[config.mk]
export PLATFORM = sky130hd
export DESIGN_NAME = clk_div_ctrl
export DESIGN_NICKNAME = d
export VERILOG_FILES = /design/src/rtl/clk_div_ctrl_pkg.sv /design/src/rtl/clk_div_ctrl_rr_arbiter.sv /design/src/rtl/clk_div_ctrl.sv
export SDC_FILE = /design/constraint.sdc
export NUM_CORES = 1
export LEC_CHECK = 0
export ABC_CLOCK_PERIOD_IN_PS = 2200
export CORE_MARGIN = 3
export CORE_UTILIZATION = 50
export DETAILED_ROUTE_END_ITERATION = 16
export PLACE_DENSITY = 0.79
export SLEW_MARGIN = 20
export SYNTH_ARGS = -nofsm -noshare
export SYNTH_HDL_FRONTEND = slang
export SYNTH_SLANG_ARGS = --single-unit
[constraint.sdc]
create_clock -name i_ref_clk -period 2.2 [get_ports i_ref_clk]
set_input_delay 0.55 -clock i_ref_clk [delete_from_list [all_inputs] [get_ports i_ref_clk]]
set_output_delay 0.55 -clock i_ref_clk [all_outputs]
set_load 0.01 [all_outputs]
[src/rtl/clk_div_ctrl_pkg.sv]
// Shared types and constants for the clock-divider sequencer/arbiter.
// Used by clk_div_ctrl and rr_arbiter.
package clk_div_ctrl_pkg;

    // Width of a divide ratio.
    localparam int RATIO_W = 8;

    // Ratio driven after reset: 1 makes the divider bypass to the reference clock.
    localparam logic [RATIO_W-1:0] DEF_RATIO_DEFAULT = 8'd1;

    // Ratio-change sequence states.
    typedef enum logic [2:0] {
        IDLE   = 3'd0,
        GATE   = 3'd1,
        LOAD   = 3'd2,
        SETTLE = 3'd3,
        ACK    = 3'd4
    } state_t;

endpackage

[src/rtl/clk_div_ctrl_rr_arbiter.sv]
// Purely combinational round-robin arbiter.
// The grant goes to the first requesting index at or after ptr, wrapping
// around to index 0. The pointer register is owned by the caller.
module rr_arbiter #(
    parameter int NUM_REQ = 2
) (
    input  logic [NUM_REQ-1:0]         req,
    input  logic [$clog2(NUM_REQ)-1:0] ptr,
    output logic [NUM_REQ-1:0]         grant,
    output logic [$clog2(NUM_REQ)-1:0] grant_id,
    output logic                       valid
);

    localparam int ID_W = $clog2(NUM_REQ);

    logic [NUM_REQ-1:0] upper_mask;
    logic [NUM_REQ-1:0] upper_req;
    logic [NUM_REQ-1:0] pick_req;

    // Mask of the indices at or above the pointer: they take priority.
    generate
        for (genvar gi = 0; gi < NUM_REQ; gi++) begin : g_mask
            assign upper_mask[gi] = (ID_W'(gi) >= ptr);
        end
    endgenerate

    assign upper_req = req & upper_mask;
    assign pick_req  = (|upper_req) ? upper_req : req;
    assign valid     = |req;

    // Lowest set bit of the chosen vector wins.
    always_comb begin
        grant    = '0;
        grant_id = '0;
        for (int i = NUM_REQ - 1; i >= 0; i--) begin
            if (pick_req[i]) begin
                grant    = '0;
                grant[i] = 1'b1;
                grant_id = ID_W'(i);
            end
        end
    end

endmodule

[src/rtl/clk_div_ctrl.sv]
// Sequencer and round-robin arbiter in front of the shared programmable
// clock divider. Each granted ratio change is applied glitch-safely:
// gate the divider, load the ratio, settle, ungate, then acknowledge.
// Optional build macro: CLK_DIV_CTRL_RANGE_CHECK_EN adds o_nack and rejects
// ratios above MAX_RATIO without touching the divider.
module clk_div_ctrl
    import clk_div_ctrl_pkg::*;
#(
    parameter int                 NUM_REQ    = 2,
    parameter int                 SETTLE_CYC = 2,
    parameter logic [RATIO_W-1:0] DEF_RATIO  = DEF_RATIO_DEFAULT
`ifdef CLK_DIV_CTRL_RANGE_CHECK_EN
    ,
    parameter logic [RATIO_W-1:0] MAX_RATIO  = 8'd128
`endif
) (
    input  logic                         i_ref_clk,
    input  logic                         i_rst,
    input  logic                         i_sys_en,
    input  logic [NUM_REQ-1:0]           i_req,
    input  logic [NUM_REQ*RATIO_W-1:0]   i_ratio,
    output logic [NUM_REQ-1:0]           o_ack,
`ifdef CLK_DIV_CTRL_RANGE_CHECK_EN
    output logic [NUM_REQ-1:0]           o_nack,
`endif
    output logic                         o_busy,
    output logic                         o_clk_en,
    output logic [RATIO_W-1:0]           o_div_ratio,
    output logic [$clog2(NUM_REQ)-1:0]   o_active_id
);

    localparam int ID_W = $clog2(NUM_REQ);

    state_t               state_reg;
    logic [3:0]           cnt_reg;
    logic [ID_W-1:0]      ptr_reg;
    logic [ID_W-1:0]      id_reg;
    logic [NUM_REQ-1:0]   grant_oh_reg;
    logic [RATIO_W-1:0]   ratio_lat_reg;
    logic [RATIO_W-1:0]   div_ratio_reg;
    logic [NUM_REQ-1:0]   ack_reg;
    logic                 busy_reg;
    logic                 clk_en_reg;
`ifdef CLK_DIV_CTRL_RANGE_CHECK_EN
    logic [NUM_REQ-1:0]   nack_reg;
`endif

    logic [NUM_REQ-1:0]   grant;
    logic [ID_W-1:0]      grant_id;
    logic                 grant_valid;
    logic [RATIO_W-1:0]   ratio_arr [NUM_REQ];
    logic [RATIO_W-1:0]   sel_ratio;
    logic                 out_of_range;
    logic [ID_W-1:0]      ptr_next;

    // Unpack the per-requester ratio fields.
    generate
        for (genvar gi = 0; gi < NUM_REQ; gi++) begin : g_ratio
            assign ratio_arr[gi] = i_ratio[gi*RATIO_W +: RATIO_W];
        end
    endgenerate

    rr_arbiter #(
        .NUM_REQ (NUM_REQ)
    ) u_arb (
        .req      (i_req),
        .ptr      (ptr_reg),
        .grant    (grant),
        .grant_id (grant_id),
        .valid    (grant_valid)
    );

    assign sel_ratio = ratio_arr[grant_id];
    assign ptr_next  = (grant_id == ID_W'(NUM_REQ - 1)) ? '0 : grant_id + ID_W'(1);

`ifdef CLK_DIV_CTRL_RANGE_CHECK_EN
    assign out_of_range = (sel_ratio > MAX_RATIO);
`else
    assign out_of_range = 1'b0;
`endif

    // Sequencer FSM with all outputs registered.
    always_ff @(posedge i_ref_clk) begin
        if (i_rst) begin
            state_reg     <= IDLE;
            cnt_reg       <= '0;
            ptr_reg       <= '0;
            id_reg        <= '0;
            grant_oh_reg  <= '0;
            ratio_lat_reg <= DEF_RATIO;
            div_ratio_reg <= DEF_RATIO;
            ack_reg       <= '0;
            busy_reg      <= 1'b0;
            clk_en_reg    <= 1'b0;
`ifdef CLK_DIV_CTRL_RANGE_CHECK_EN
            nack_reg      <= '0;
`endif
        end else begin
            ack_reg <= '0;
`ifdef CLK_DIV_CTRL_RANGE_CHECK_EN
            nack_reg <= '0;
`endif
            case (state_reg)
                IDLE: begin
                    clk_en_reg <= i_sys_en;
                    if (grant_valid) begin
                        ratio_lat_reg <= sel_ratio;
                        id_reg        <= grant_id;
                        grant_oh_reg  <= grant;
                        ptr_reg       <= ptr_next;
                        busy_reg      <= 1'b1;
                        if (out_of_range) begin
                            // Rejected ratio: divider untouched, enable held.
                            state_reg  <= ACK;
                            clk_en_reg <= clk_en_reg;
`ifdef CLK_DIV_CTRL_RANGE_CHECK_EN
                            nack_reg   <= grant;
`endif
                        end else if (sel_ratio == div_ratio_reg) begin
                            // Nothing to change: acknowledge without gating.
                            state_reg <= ACK;
                            ack_reg   <= grant;
                        end else begin
                            state_reg  <= GATE;
                            clk_en_reg <= 1'b0;
                            cnt_reg    <= 4'(SETTLE_CYC - 1);
                        end
                    end
                end
                GATE: begin
                    clk_en_reg <= 1'b0;
                    if (cnt_reg == 4'd0) begin
                        state_reg <= LOAD;
                    end else begin
                        cnt_reg <= cnt_reg - 4'd1;
                    end
                end
                LOAD: begin
                    clk_en_reg    <= 1'b0;
                    div_ratio_reg <= ratio_lat_reg;
                    cnt_reg       <= 4'(SETTLE_CYC - 1);
                    state_reg     <= SETTLE;
                end
                SETTLE: begin
                    if (cnt_reg == 4'd0) begin
                        state_reg  <= ACK;
                        ack_reg    <= grant_oh_reg;
                        clk_en_reg <= i_sys_en;
                    end else begin
                        clk_en_reg <= 1'b0;
                        cnt_reg    <= cnt_reg - 4'd1;
                    end
                end
                ACK: begin
                    state_reg  <= IDLE;
                    busy_reg   <= 1'b0;
                    clk_en_reg <= i_sys_en;
                end
                default: begin
                    state_reg  <= IDLE;
                    busy_reg   <= 1'b0;
                    clk_en_reg <= 1'b0;
                end
            endcase
        end
    end

    assign o_ack       = ack_reg;
    assign o_busy      = busy_reg;
    assign o_clk_en    = clk_en_reg;
    assign o_div_ratio = div_ratio_reg;
    assign o_active_id = id_reg;
`ifdef CLK_DIV_CTRL_RANGE_CHECK_EN
    assign o_nack      = nack_reg;
`endif

endmodule

After elaboration in Yosys (flattened, before gate mapping)
Cells that the tools add are included.

Bitwise operators: 3. Muxes and demuxes: 28. Magnitude comparators: 3. Reductions and logical operators: 11. Add/sub/neg operators: 2. Eq/ne operators: 10.

Operators with widths (count): 2-to-1 mux 8 bit (3); 2-to-1 mux 2 bit (6); 2-to-1 mux 3 bit (4); 2-to-1 mux 4 bit (3); one-hot mux 3 bit (4 select lines) (1); one-hot mux 4 bit (3 select lines) (1); != test 2 bit (second input constant) (5); == test 8 bit (1); 2-to-1 mux 1 bit (7); == test 3 x 2 -> 1 bit (second input constant) (2); OR reduction 2 bit (3); zero test 4 bit (1); one-hot mux 2 bit (2 select lines) (1); AND reduction 2 bit (2); AND reduction 4 bit (1); subtractor 4 x 1 -> 4 bit (second input constant) (1); == test 3 x 1 -> 1 bit (second input constant) (1); == test 3 bit (second input constant) (1); zero test 3 bit (1); one-hot mux 1 bit (3 select lines) (1); AND reduction 3 bit (1); nonzero test 3 bit (1); OR reduction 3 bit (1); AND 2 bit (1); 6 further kinds (7).

Bits in registers: 31. Input port bits: 21. Output and inout bits: 13.

Longest topological paths before layout
Gate-level depths: netlist (run 1).

Depth after elaboration: 14. Depth in mapped cells: 7. Mapped depth without buffers: 7.

Hierarchy
From an unflattened synthesis (run 1), not the netlist that was laid out.

Cells, all modules: 170. Area, all modules: 1497.7 µm².

Modules (own cells, without submodules): clk_div_ctrl (cells an instance 165, area each 1465.2 µm², instances 1); rr_arbiter (cells an instance 5, area each 32.5 µm², instances 1).

Least setup slack after synthesis (run 1)
No wires, ideal clock.

Path kind: input -> register. Start point: in i_req[0]. End point: reg state_reg[0]. Path slack: 0.278 ns. Data required time: 2.083 ns. Path buffers: 1. Library setup time: 0.117 ns. Cell stages on the path: 7. Data arrival time: 1.805 ns. Cell sequence: nor2b_4 -> nand2b_1 -> buf_6 -> a2111oi_0 -> a31oi_1 -> nand4b_4 -> and4b_1.

Word-level cells in the longest chain between the ends: 13.

Ends and longest elaborated chain: from (decl) (RTL line clk_div_ctrl.sv:20) `input logic [NUM_REQ-1:0] i_req,`; AND 2 bit (RTL line clk_div_ctrl_rr_arbiter.sv:27) `assign upper_req = req & upper_mask;`; OR reduction 2 bit (RTL line clk_div_ctrl_rr_arbiter.sv:28) `assign pick_req = (|upper_req) ? upper_req : req;`; 2-to-1 mux 2 bit (RTL line clk_div_ctrl_rr_arbiter.sv:28); 2-to-1 mux 1 bit (2 in a row) (RTL line clk_div_ctrl_rr_arbiter.sv:36) `if (pick_req[i]) begin`; inverter 1 -> 2 bit (implied by the code) (RTL line clk_div_ctrl.sv:73) `assign sel_ratio = ratio_arr[grant_id];`; 2-to-1 mux 8 bit (implied by the code) (3 in a row) (RTL line clk_div_ctrl.sv:73); == test 8 bit (RTL line clk_div_ctrl.sv:119) `end else if (sel_ratio == div_ratio_reg) begin`; 2-to-1 mux 3 bit (RTL line clk_div_ctrl.sv:119); 2-to-1 mux 3 bit (RTL line clk_div_ctrl.sv:106) `if (grant_valid) begin`; one-hot mux 3 bit (4 select lines) (RTL line clk_div_ctrl.sv:103) `case (state_reg)`; to (signal assigned) (RTL line clk_div_ctrl.sv:114) `state_reg <= ACK;`; to (signal assigned) (RTL line clk_div_ctrl.sv:121) `state_reg <= ACK;`; to (signal assigned) (RTL line clk_div_ctrl.sv:124) `state_reg <= GATE;`; to (decl) (RTL line clk_div_ctrl.sv:34) `state_t state_reg;`.

Several ways; a longest one is shown, not always the timed one. The select of a mux whose other input is x is not followed. A chain may end at the register's enable or synchronous reset.

Worst setup path after layout (run 1)
Start point: in i_req[1]. End point: reg clk_en_reg (netlist: o_clk_en).

Word-level cells in the longest chain between the ends: 13.

Ends and longest elaborated chain: AND 2 bit (RTL line clk_div_ctrl_rr_arbiter.sv:27); OR reduction 2 bit (RTL line clk_div_ctrl_rr_arbiter.sv:28); 2-to-1 mux 2 bit (RTL line clk_div_ctrl_rr_arbiter.sv:28); 2-to-1 mux 1 bit (2 in a row) (RTL line clk_div_ctrl_rr_arbiter.sv:36); inverter 1 -> 2 bit (implied by the code) (RTL line clk_div_ctrl.sv:73); 2-to-1 mux 8 bit (implied by the code) (3 in a row) (RTL line clk_div_ctrl.sv:73); == test 8 bit (RTL line clk_div_ctrl.sv:119); 2-to-1 mux 1 bit (RTL line clk_div_ctrl.sv:119); 2-to-1 mux 1 bit * (RTL line clk_div_ctrl.sv:106); one-hot mux 1 bit (3 select lines) * (RTL line clk_div_ctrl.sv:103); to (signal assigned) (RTL line clk_div_ctrl.sv:105) `clk_en_reg <= i_sys_en;`; to (signal assigned) (RTL line clk_div_ctrl.sv:115) `clk_en_reg <= clk_en_reg;`; to (signal assigned) (RTL line clk_div_ctrl.sv:148) `clk_en_reg <= i_sys_en;`; to (decl) (RTL line clk_div_ctrl.sv:43) `logic clk_en_reg;`.

Mark *: on every way between the ends. The rest lies on a longest branch, timed or not. The select of a mux whose other input is x is not followed.

==> results by group, run 1 <==
Routing
  • Post-route DRC: 0
  • DR vias: 1543
  • Starting DRT DRC Count: 77
  • Wire per inst: 15.5 um
  • Via density: 5.76
  • Detailed Route WL: 4140 um
  • Post-DRT Antenna Nets: 0
  • Pre-antenna DRT Iters: 4

Synthesis
  • Synth cell count leaders: 30 x dfxtp_1, 26 x nor2_1, 22 x nand2_1, 10 x inv_1
  • Count leader, synth: dfxtp_1
  • Main synth FF type: dfxtp_1
  • Syn Area/Cell: 8.40 um^2
  • Mapped Cells: 184
  • Share of flip-flops with an asynchronous set or reset: 0%
  • Seq cells post-synth: 30
  • Cell Area, Synth: 1550 um^2
  • Number of synthesized flops with an enable pin: 0
  • Synth area leaders: dfxtp_1 39%, nor2_1 6.3%, nand2_1 5.3%
  • Synth warn: 0
  • Register area share after synthesis: 38.8%
  • Post-synth cell types: 42
  • Cell taking the most area after synthesis: dfxtp_1
  • Top cell type's share of synthesized area: 38.8%
  • Syn_nets: 206

Critical path
  • CP Launch Type: input pin
  • WS Path Type: in2reg
  • Worst R2R Start: ptr_reg
  • R2r worst-path depth: 8
  • Critical Path RT: 2460 ps
  • Internal reg-to-reg setup slack: 340 ps
  • End point of the critical path: o_clk_en
  • Crit path from: i_req[1]
  • Worst reg2reg endpoint: o_clk_en
  • Crit Path Max Fanout: 4
  • CP arrival: 2390 ps
  • CP endpoint kind: flip-flop

Timing
  • Total Neg Setup Slack: 0 ps
  • Peak Freq: 0.469 GHz
  • Final Hold Fails: 0
  • Slew margin rel.: 67.7%
  • Final setup violation count: 0
  • Slew Viols, Final: 0
  • Worst slew pin tran: 485 ps
  • Tmin final: 2130 ps
  • Fin crit share: 96.9%
  • Clock skew: 4.18 ps

Cells and area
  • Antenna cells: 0
  • Final Net Count: 258
  • Synth-to-layout area growth: 38.7%
  • Filler cells: 217
  • Layout cells sized above 1: 16.0%
  • Final core occ: 75.2%

Floorplanning
  • Core Area: 2850 um^2
  • FP Rows: 19
  • Die Wd: 61.6 um
  • Die ar.: 3800 um^2
  • Starting Density: 54.2%
  • IO Pins: 34
  • Chip height: 61.6 um

Place
  • Port-buffer cells: 33
  • Global placement routability congestion: 0.881
  • Hpwl dp: 3080 um

GRT
  • Overflow after GRT: 0
  • Antenna violations before repair: 0
  • First-pass GRT wire length: 6560 um
  • Number of global-route vias before repair: 1522
  • All-layer global routing usage: 23.7%
  • Largest net degree at the start of global routing: 13

Power and ir drop
  • Comb pwr share: 37.2%
  • NetSw: 0.620 mW
  • Peak VDD IR: 498 uV
  • Internal Power: 1.17 mW
  • Sequential share of power: 40.3%
  • Leak pwr: 0.849 nW
  • Pwr dens: 833 nW/um^2
  • Sw frac: 34.7%
  • Clock network power share: 22.5%

Min path
  • Min-Delay Path Class: reg2reg

Clock network
  • Clk pin slew, worst setup/hold paths: 90 ps
  • H-Tree Depth: 2
  • Cts bufs inserted: 5
  • CTS tree: built
  • Root buffer cell: clkbuf_4
  • Post-CTS Hold Fix Bufs: 0
  • Clock Latency Late Sink: 330 ps
  • Clock Path Buffers: 2
  • Clk sinks: 30

Run
  • Total of max-cap violations: 0

Status
  • Result of the run: completed
layout make-up:
type / count / area [um^2] / share of cell area [%]
inverter: 11 / 41.3 / 1.93
clock buffer: 8 / 78.8 / 3.68
multi-input combinational: 137 / 917 / 42.8
sequential: 30 / 601 / 28.0
timing repair buffer: 51 / 468 / 21.8
tap: 31 / 38.8 / 1.81
power groups by stage:
stage	Clock (mW)	Sequential (mW)	Combinational (mW)
5_1_grt	0.432	0.732	0.735
2_1_floorplan	0	0.717	0.400
6_report	0.402	0.720	0.665
3_3_place_gp	0	0.721	0.601
3_5_place_dp	0	0.728	0.623
4_1_cts	0.410	0.715	0.627
worst max-delay path, cell delays in order:
cell	delay, ps
clkdlybuf4s50_1	500
inv_2	80
nor2_4	160
mux2i_1	150
a2111oi_4	460
buf_4	190
nand4b_4	130
a31oi_1	170
worst min path at each step:
stage / start / to / cells after the start
after detailed placement: o_busy / o_busy / 2
final: o_busy / o_busy / 2
after floorplan: grant_oh_reg[0] / grant_oh_reg[0] / 1
after global placement: o_busy / o_busy / 2
after CTS: o_busy / o_busy / 2
after global routing: o_active_id / o_ack[1] / 2
metrics by stage:
stage                     instance area (um^2)  worst slack [ps]  hold slack, ps  power [mW]  instances
after floorplan                           1550               278             440        1.12        184
after global placement                    2010              -241             461        1.32        258
after detailed placement                  2010              -292             477        1.35        258
after CTS                                 2090              60.7             491        1.75        266
after global routing                      2140             -28.4             530        1.90        268
final                                     2140              68.8             490        1.79        268
per-layer routing:
metal	up-vias	routed length (um)	GRT usage, %
li1	757	-	-
met1	735	1790	27.5
met2	43	2120	41.6
met3	8	167	6.29
met4	0	63	8.48
met5	-	0	0
placed cells by master, fill, tap and decap left out, drive strengths merged, types with 5 or more instances in the layout:
cell,count
xnor2,9
nand2,22
clkdlybuf4s50,32
nor2,28
a311oi,7
a21oi,8
dfxtp,30
mux2i,8
clkbuf,8
inv,11
o21ai,9
buf,18
a31oi,5
cells by family (layout without fill, tap and decap cells):
logic type	after synthesis	after routing	synth area share (%)
XOR/XNOR	10	10	5.66
buffers and inverters	18	70	4.93
AO/OA/AOI/OAI	46	46	21.8
AND/OR/NAND/NOR	71	72	22.8
multiplexers	8	8	5.18
adder cells (fa/ha/maj)	1	1	0.809
flip-flops	30	30	38.8
repair_timing:
item / in CTS / in global routing
setup buffers: 0 / 1
hold endpoints to repair: 0 / 0
gates resized for setup: 0 / 7
endpoints found under the setup margin: 0 / 8
Note: power is estimated with default switching activity, not from simulation.
==> run 2: changes to the inputs <==
Settings changed: CORE_UTILIZATION 50 to 52, CTS_BUF_LIST set to sky130_fd_sc_hd__clkbuf_8, PLACE_DENSITY 0.79 to 0.82.
==> results by group, run 2 (synthesized netlist as in run 1, its figures left out) <==
Floorplanning
  • Die Wd: 60.5 um
  • Die ar.: 3660 um^2
  • Starting Density: 55.1%
  • FP Rows: 19
  • Core Area: 2810 um^2
  • IO Pins: 34
  • Chip height: 60.5 um

Clock network
  • Clk sinks: 30
  • Root buffer cell: clkbuf_8
  • Post-CTS Hold Fix Bufs: 0
  • Clock Latency Late Sink: 270 ps
  • CTS tree: built
  • Clk pin slew, worst setup/hold paths: 60 ps
  • Cts bufs inserted: 5
  • H-Tree Depth: 2
  • Clock Path Buffers: 2

Timing
  • Peak Freq: 0.472 GHz
  • Slew margin rel.: 69.5%
  • Final Hold Fails: 0
  • Worst slew pin tran: 453 ps
  • Final setup violation count: 0
  • Tmin final: 2120 ps
  • Fin crit share: 96.3%
  • Slew Viols, Final: 0
  • RSZ-0062 raised after global routing: false
  • Final worst setup slack: 82.0 ps
  • Clock skew: 4.09 ps

Critical path
  • Crit path from: i_ratio[14]
  • CP endpoint kind: flip-flop
  • Slowest CP cell: clkdlybuf4s50_1
  • R2r worst-path depth: 7
  • Worst reg2reg endpoint: o_ack[0]
  • Worst R2R Start: ptr_reg
  • Internal reg-to-reg setup slack: 290 ps
  • Top delay family on crit path: compound AO/OA/AOI/OAI gates
  • Worst path bufs/invs: 2
  • Crit path cell chain: clkdlybuf4s50_1 -> inv_1 -> o31ai_1 -> mux2i_1 -> a2111oi_4 -> nand4b_4 -> o21ai_0
  • WS Path Type: in2reg
  • CP arrival: 2300 ps
  • Crit Path Max Fanout: 5
  • Crit path largest cell delay: 490 ps
  • CP Launch Type: input pin
  • Critical Path RT: 2380 ps

Routing
  • Starting DRT DRC Count: 58
  • Post-DRT Antenna Nets: 0
  • Post-route DRC: 0
  • Pre-antenna DRT Iters: 4
  • Via density: 5.98
  • Wire per inst: 15.8 um
  • Detailed Route WL: 4240 um
  • DR vias: 1602

Min path
  • Hold EP: o_busy
  • Min-Delay Path Class: reg2reg
  • Hold path cells: 2
  • Worst hold start: o_busy

Cells and area
  • Layout cells sized above 1: 15.2%
  • Filler cells: 190
  • Leading cell type in the layout, fill and taps excluded: clkdlybuf4s50_1
  • Most frequent cells in the layout: 31 x clkdlybuf4s50_1, 30 x dfxtp_1, 26 x nor2_1
  • Final Net Count: 258
  • Antenna cells: 0
  • Synth-to-layout area growth: 39.1%
  • Post-route cell area: 2150 um^2

GRT
  • GRT busiest layer: met2
  • Overflow after GRT: 0
  • Largest net degree at the start of global routing: 14
  • GR Layer Usage met1: 31.3%
  • Number of global-route vias before repair: 1529
  • Met2 GRT Util: 41.7%
  • All-layer global routing usage: 25.0%
  • Antenna violations before repair: 0
  • Met3 GRT Util: 4.47%
  • First-pass GRT wire length: 6720 um

Power and ir drop
  • Leak pwr: 0.851 nW
  • Comb pwr share: 34.4%
  • Peak VDD IR: 485 uV
  • Clock network power share: 27.2%
  • Internal Power: 1.26 mW
  • NetSw: 0.624 mW
  • Sequential share of power: 38.4%
  • Sw frac: 33.2%
  • Pwr dens: 874 nW/um^2

Place
  • Placed instance area: 2000 um^2
  • Global placement routability congestion: 0.933
  • Setup WS pre-CTS: -340 ps
  • Port-buffer cells: 33
  • Hpwl dp: 3010 um

Status
  • Result of the run: completed

Run
  • Total of max-cap violations: 0
-- run 2: changes by cell type in the layout (fill, tap and decap cells not counted), sizes merged --
| cell | change |
|---|---|
| dlygate4sd2 | +2 |
| clkdlybuf4s50 | -1 |
| dlymetal6s2s | -1 |
-- run 2: timing repair --
action                                  4_1_cts  5_1_grt
gates resized for setup                       4        0
endpoints found under the setup margin        5        0
setup buffers                                 2        0
-- run 2: through the flow --
stage	setup TNS, ps	cells	hold WS [ps]	power, mW	util (%)
finish	0	268	478	1.88	76.7
global route	0	268	513	1.98	76.7
CTS	0	268	482	1.87	76.7
detailed placement	-2600	257	474	1.34	71.3
global placement	-1780	257	464	1.31	71.3
floorplan	0	184	440	1.12	-
-- run 2: area by class of cell --
class	instances	area [um^2]	area share, %
clock buffer	8	110	5.12
inverter	11	41.3	1.92
multi-input combinational	137	897	41.7
sequential	30	601	27.9
tap	31	38.8	1.80
timing repair buffer	51	463	21.5
-- run 2: worst max-delay path by stage --
stage	cells after the start	end	slack [ps]
after global routing	7	state_reg[0]	5
after CTS	7	o_ack[0]	100
final	7	o_ack[0]	80
after detailed placement	7	state_reg[0]	-340
after global placement	7	state_reg[0]	-260
after floorplan	7	state_reg[0]	280
-- run 2: layer usage --
metal / up-vias / wire [um]
met5: - / 0
met4: 0 / 123
met3: 15 / 269
met2: 88 / 2030
met1: 741 / 1810
li1: 758 / -
-- run 2: worst min-delay path: cells and delay by family, from the launching register on --
| family | cells | cell delay, ps |
|---|---|---|
| AO/OA/AOI/OAI | 1 | 60 |
| flip-flops | 1 | 310 |
| AND/OR/NAND/NOR | 1 | 70 |
-- run 2: power by group through the flow --
stage	sequential (mW)	combinational [mW]	clock, mW
after detailed placement	0.725	0.613	0
after floorplan	0.717	0.400	0
after global placement	0.720	0.591	0
final	0.722	0.647	0.511
after CTS	0.716	0.640	0.517
after global routing	0.729	0.710	0.541
==> run 3: changes to the inputs <==
Settings changed: CORE_UTILIZATION 52 to 60, DONT_BUFFER_PORTS set to 1, PLACE_DENSITY 0.82 to 0.76.
==> results by group, run 3 (synthesized netlist as in run 1, its figures left out) <==
Critical path
  • Worst path depth: 6
  • CP endpoint kind: flip-flop
  • Worst reg2reg endpoint: state_reg[0]
  • Critical Path RT: 2380 ps
  • Worst R2R Start: ptr_reg
  • CP arrival: 2030 ps
  • Slowest CP cell: dfxtp_1
  • Crit path from: ptr_reg
  • R2r worst-path depth: 6
  • CP Launch Type: flip-flop
  • Crit path largest cell delay: 410 ps
  • Top delay family on crit path: compound AO/OA/AOI/OAI gates
  • Crit path cell chain: nor2b_4 -> o21ai_0 -> mux2i_1 -> a2111oi_4 -> nand4b_4 -> and4b_1
  • WS Path Type: reg2reg
  • Crit Path Max Fanout: 9
  • Worst path bufs/invs: 0
  • Internal reg-to-reg setup slack: 350 ps

Place
  • Hpwl dp: 2600 um
  • Port-buffer cells: 0
  • Global placement routability congestion: 0.861

Timing
  • Final Hold Fails: 0
  • Worst slew pin tran: 560 ps
  • Clock skew: 3.34 ps
  • Total Neg Setup Slack: 0 ps
  • Hold slack: 327 ps
  • Final setup violation count: 0
  • Tmin final: 1850 ps
  • RSZ-0062 raised after global routing: false
  • Slew Viols, Final: 0
  • Peak Freq: 0.540 GHz
  • Slew margin rel.: 62.3%
  • Fin crit share: 84.2%

Cells and area
  • Layout cells sized above 1: 10.0%
  • Most frequent cells in the layout: 30 x dfxtp_1, 26 x nor2_1, 22 x nand2_1
  • Final core occ: 71.9%
  • Synth-to-layout area growth: 7.85%
  • Final Net Count: 212
  • Filler cells: 176
  • Leading cell type in the layout, fill and taps excluded: dfxtp_1
  • Antenna cells: 0

Clock network
  • Root buffer cell: clkbuf_8
  • Clk sinks: 30
  • Cts bufs inserted: 5
  • Post_cts resized: 0
  • H-Tree Depth: 2
  • CTS tree: built
  • Post-CTS Hold Fix Bufs: 0
  • Clock Latency Late Sink: 290 ps
  • Clk pin slew, worst setup/hold paths: 60 ps
  • Clock Path Buffers: 2
  • # Post-CTS Setup Buffers: 0

Routing
  • Post-DRT Antenna Nets: 0
  • Post-route DRC: 0
  • Starting DRT DRC Count: 63
  • Pre-antenna DRT Iters: 7
  • Detailed Route WL: 3520 um
  • Via density: 6.21
  • DR vias: 1353
  • Wire per inst: 16.1 um

GRT
  • Largest net degree at the start of global routing: 24
  • Antenna violations before repair: 0
  • First-pass GRT wire length: 5790 um
  • Overflow after GRT: 0
  • All-layer global routing usage: 23.7%
  • Number of global-route vias before repair: 1283

Power and ir drop
  • Pwr dens: 974 nW/um^2
  • Peak VDD IR: 646 uV
  • Leak pwr: 0.643 nW

Floorplanning
  • Chip height: 56.8 um
  • Die ar.: 3220 um^2
  • FP Rows: 17
  • Starting Density: 66.7%
  • Core Area: 2320 um^2
  • Die Wd: 56.8 um
  • IO Pins: 34

Min path
  • Min-Delay Path Class: in2reg
  • Hold EP: state_reg[2]
  • Worst hold start: i_rst
  • Hold path cells: 1

Run
  • Total of max-cap violations: 0

Status
  • Result of the run: completed
==> run 3: changes by cell type in the layout (fill, tap and decap cells not counted) <==
cell / before / now
clkdlybuf4s50_1: 31 / 0
mux2i_1: 7 / 8
mux2i_4: 1 / 0
buf_4: 18 / 6
dlygate4sd2_1: 2 / 0
inv_1: 10 / 12
nand4b_2: 1 / 0
clkbuf_8: 8 / 5
==> run 3: how the worst max path moves through the flow <==
stage	to	slack [ps]
3_3_place_gp	state_reg[0]	210
6_report	state_reg[0]	350
2_1_floorplan	state_reg[0]	280
4_1_cts	state_reg[0]	370
5_1_grt	state_reg[0]	190
3_5_place_dp	state_reg[0]	170
==> run 3: layer usage <==
metal,GRT usage (%),share of wire [%],up-vias
met5,0,0,-
met4,10.3,1.6,0
met3,11.3,9.2,5
met2,35.0,46,53
met1,29.3,43,631
li1,-,-,664
==> run 3: layout make-up <==
class	instances	area (um^2)	share of cell area, %
multi-input cells	136	870	52.1
flip-flops and latches	30	601	36.0
clock buffers	5	68.8	4.13
repair buffers	6	45.0	2.70
inverters	11	41.3	2.48
well taps	28	35.0	2.10
clock inverters	2	7.51	0.450
==> run 3: metrics by stage <==
| stage | std cells | setup slack (ps) | cell area (um^2) | power (mW) |
|---|---|---|---|---|
| floorplan | 184 | 278 | 1550 | 1.12 |
| global placement | 211 | 211 | 1590 | 1.21 |
| detailed placement | 211 | 166 | 1590 | 1.23 |
| CTS | 218 | 367 | 1670 | 1.62 |
| global route | 218 | 186 | 1670 | 1.72 |
| finish | 218 | 348 | 1670 | 1.62 |
==> run 3: where the power goes <==
part | total (mW) | internal [mW] | switching, mW
clock network | 0.400 | 0.208 | 0.193
registers | 0.729 | 0.636 | 0.0930
logic | 0.494 | 0.215 | 0.280
